## src/rtl/miter_tok_fifo.sv

```systemverilog
// rtl/miter_tok_fifo.sv - show-ahead token FIFO with wrap-bit pointers and synchronous flush
module miter_tok_fifo #(
  parameter int W     = 1,
  parameter int DEPTH = 8
) (
  input  logic         clk,
  input  logic         rst_n,
  input  logic         flush,
  input  logic         push,
  input  logic [W-1:0] din,
  input  logic         pop,
  output logic [W-1:0] dout,
  output logic         empty,
  output logic         full
);

  localparam int AW = $clog2(DEPTH);

  logic [W-1:0] mem [DEPTH];
  logic [AW:0]  wr_ptr;
  logic [AW:0]  rd_ptr;
  logic         do_push;
  logic         do_pop;

  assign empty   = (wr_ptr == rd_ptr);
  assign full    = (wr_ptr[AW] != rd_ptr[AW]) && (wr_ptr[AW-1:0] == rd_ptr[AW-1:0]);
  assign do_pop  = pop && !empty;
  // A pop in the same cycle frees the slot, so a push onto a full FIFO is still accepted.
  assign do_push = push && (!full || do_pop);
  assign dout    = mem[rd_ptr[AW-1:0]];

  always_ff @(posedge clk or negedge rst_n) begin
    if (!rst_n) begin
      wr_ptr <= '0;
      rd_ptr <= '0;
    end else if (flush) begin
      wr_ptr <= '0;
      rd_ptr <= '0;
    end else begin
      if (do_push) wr_ptr <= wr_ptr + 1'b1;
      if (do_pop)  rd_ptr <= rd_ptr + 1'b1;
    end
  end

  always_ff @(posedge clk) begin
    if (do_push) mem[wr_ptr[AW-1:0]] <= din;
  end

endmodule

```

## config.mk

```make
export PLATFORM = sky130hd
export DESIGN_NAME = miter_tok_fifo
export DESIGN_NICKNAME = d
export VERILOG_FILES = /design/src/rtl/miter_tok_fifo.sv
export SDC_FILE = /design/constraint.sdc
export NUM_CORES = 1
export LEC_CHECK = 0
export ABC_CLOCK_PERIOD_IN_PS = 2200
export BUFFER_PORTS_ARGS = -buffer_cell sky130_fd_sc_hd__buf_2
export CAP_MARGIN = 30
export CORE_AREA = 2 2 45 47
export CTS_CLUSTER_SIZE = 20
export DETAILED_ROUTE_END_ITERATION = 10
export DIE_AREA = 0 0 47 49
export HOLD_SLACK_MARGIN = 0.15
export PLACE_DENSITY_LB_ADDON = 0.25
export SLEW_MARGIN = 10
export SYNTH_ARGS = -nofsm -noshare
export SYNTH_HDL_FRONTEND = slang
export SYNTH_SLANG_ARGS = --single-unit
export TNS_END_PERCENT = 10
```

## constraint.sdc

```tcl
create_clock -name clk -period 2.2 [get_ports clk]
set_input_delay 0.22 -clock clk [delete_from_list [all_inputs] [get_ports clk]]
set_output_delay 0.22 -clock clk [all_outputs]
set_load 0.01 [all_outputs]
```

==> metrics <==
Reg area=440 um2; Num CTS Buffers=3; final critical-path required period=roughly 2 ns; RSZ-0062 raised after global routing=no; total negative slack=0 ns; worst setup path end=dout; post_cts resized=0; RR Startpoint=wr_ptr[2]; Multi-input gate area=463 um2; Slew HR=0.706; #FFs+latches synth=16; startpoint types=flip-flop; CTS Buffer Depth=2; Pint=469 uW; routed vias/inst=5.50; Slew @ Worst Pin=0.439 ns; vias in the first global route=621; global-route wire length before repair=3.16 mm; Layout Nets=98; sw power=210 uW; Die W=roughly 47 um; Final Power=679 uW; CTS Hold Bufs=1; Period Utilization, post-route=0.909; R2R depth=5; Worst Path Arrival=around 1.8 ns; Worst Setup SP=rd_ptr[0]; Critical Path Fanout Max=7; CTS tree=done; Core Region=0.00184 mm2; Comb pwr share=0.226; Mapped Cells=82; initial core utilization=0.518; Yosys warning count=0; clk_skew=0.00688 ns; Filler cells=184; count of cell types in the netlist=35; io pins=9; Tot GR Track Use=0.191; status=finished, final reports clean; Power Density=between 600 and 700 mW/mm2; Post-Syn Area per Cell=11.6 um2; Finished Layout Cells=116; Ant. Diodes=0; syn_nets=90; initial DRC count=11; postcts setup bufs=0; initial antenna violation count=0; Slew Viols, Final=0; Synth top area share=0.252; # DRC=0; drt first pass iters=4; largest net degree at the start of global routing=14; placed wire-length estimate=1.34 mm; Peak VDD IR=around 0.00035 V; Placed Instances=roughly 110; Std-Cell Rows=16; Critical Path RT=1.98 ns; CTS Root Buffer Type=clkbuf_4; switching power share of the total=0.309; Final Wtd Congestion=0.839; Clock power frac=0.244; final setup vio count=0; crit end category=output pin; setup slack, reg-to-reg=0.37 ns; die height=49 um; CP Class=flip-flop to output pin; reg-to-reg endpoint=wr_ptr[3]; number of max-cap violations=0; final-report hold violation count=0; Hold Crit Start=din; worst hold path class=input pin to flip-flop; Max Fclk=0.500 GHz; Vias=638; Area contributors post-synth=edfxtp_1 25%, dfrtp_1 21%, mux4_2 4.7%; clk slew on worst S/H paths=0.10 ns; Routed Antenna Nets=0; routed len/inst=15.7 um; Syn-to-layout area delta=8.52%; I/O Buffers=8; share of layout cells above drive strength 1=0.247; synthesized area=955 um2; full die area=0.00230 mm2; grt ovf=0; post-synth top area cell=edfxtp_1; H-tree depth=1; CTS Sinks=16; sequential share of the synthesized area=0.461; Detailed Route WL=~1.8 mm; Static Leak=around 0.40 nW; worst-skew pair later-pin latency=0.29 ns; Flop pwr share=0.530
## area by class of cell
| cell class | instances | area share |
|---|---|---|
| clock buffers | 3 | 0.0217 |
| clock inverters | 1 | 0.00362 |
| inverters | 6 | 0.0217 |
| multi-input cells | 54 | 0.447 |
| flip-flops and latches | 16 | 0.425 |
| well taps | 27 | 0.0326 |
| repair buffers | 9 | 0.0483 |
## kinds of logic (layout without fill, tap and decap cells)
kind of cell	Yosys count	in the layout	synth area share
AND/OR/NAND/NOR	25	25	0.143
multiplexers	6	6	0.0970
flip-flops	16	16	0.461
XOR/XNOR	8	8	0.0813
adder cells (fa/ha/maj)	2	2	0.0262
buffers and inverters	12	19	0.0537
AO/OA/AOI/OAI	13	13	0.138
## cell usage in the layout, fill, tap and decap left out, types with 2 or more instances in the layout
| master | count |
|---|---|
| buf_2 | 8 |
| edfxtp_1 | 8 |
| dfrtp_1 | 8 |
| nor2_1 | 7 |
| inv_1 | 5 |
| xor2_1 | 4 |
| nor3_1 | 4 |
| xnor2_1 | 3 |
| nand2b_1 | 3 |
| o21ai_0 | 3 |
| clkbuf_4 | 3 |
| nor4_1 | 2 |
| nand2_1 | 2 |
| mux4_2 | 2 |
| mux2_2 | 2 |
| nor2b_1 | 2 |
| or3_1 | 2 |
| a21oi_1 | 2 |
| ha_1 | 2 |
## worst min path at each step
stage / slack (ns) / end / cells after the start
floorplan: -0.08 / rd_ptr[0] / 0
finish: 0.22 / mem[3] / 1
CTS: 0.22 / mem[3] / 1
global placement: 0.08 / rd_ptr[2] / 1
detailed placement: 0.08 / rd_ptr[3] / 1
global route: 0.23 / mem[3] / 1
## Yosys cell counts, drive strengths merged
cell type and count:
nand2 2, edfxtp 8, o21ai 4, mux2 3, nand3 1, mux4 2, nor3 4, o311ai 1
nand4 1, a21oi 2, nor4b 1, mux2i 1, o211ai 1, nor2 7, a211o 1, a41oi 1
dfrtp 8, nor2b 2, buf 3, ha 2, or3 2, nor4 2, a2111oi 1, xor2 5
o32ai 1, xnor2 3, clkbuf 3, nand2b 3, inv 6, o41ai 1
## critical path, cell delays in order (launching register included)
cell and delay [ns]:
dfrtp_1 0.55, mux4_2 0.54, mux2_2 0.27, buf_2 0.14
## state kept, by name, summed over array words and instances, names as in the netlist
register,flops
wr_ptr,4
rd_ptr,4
mem,8
## through the flow
stage	hold WS [ns]	area (um2)	utilization	worst slack, ns
after floorplan	-0.0756	955	-	0.509
after global placement	0.0784	1000	0.543	0.468
after CTS	0.225	1040	0.563	0.184
final	0.216	1040	0.563	0.200
after detailed placement	0.0829	1000	0.543	0.413
after global routing	0.232	1040	0.563	0.137
## per-layer routing
metal / part of all wire / routed length (um) / track usage / vias up
li1: - / - / - / 311
met1: 0.48 / 868 / 0.296 / 301
met2: 0.47 / 860 / 0.269 / 22
met3: 0.035 / 64 / 0.0222 / 4
met4: 0.013 / 23 / 0.0694 / 0
met5: 0 / 0 / 0 / -
## power groups by stage
stage,logic (mW),clock network [mW],registers (mW)
after floorplan,0.140,0,0.340
after global placement,0.148,0,0.364
after detailed placement,0.151,0,0.367
after CTS,0.154,0.165,0.360
after global routing,0.171,0.175,0.363
final,0.153,0.166,0.360
(Power assumes the default switching activity.)
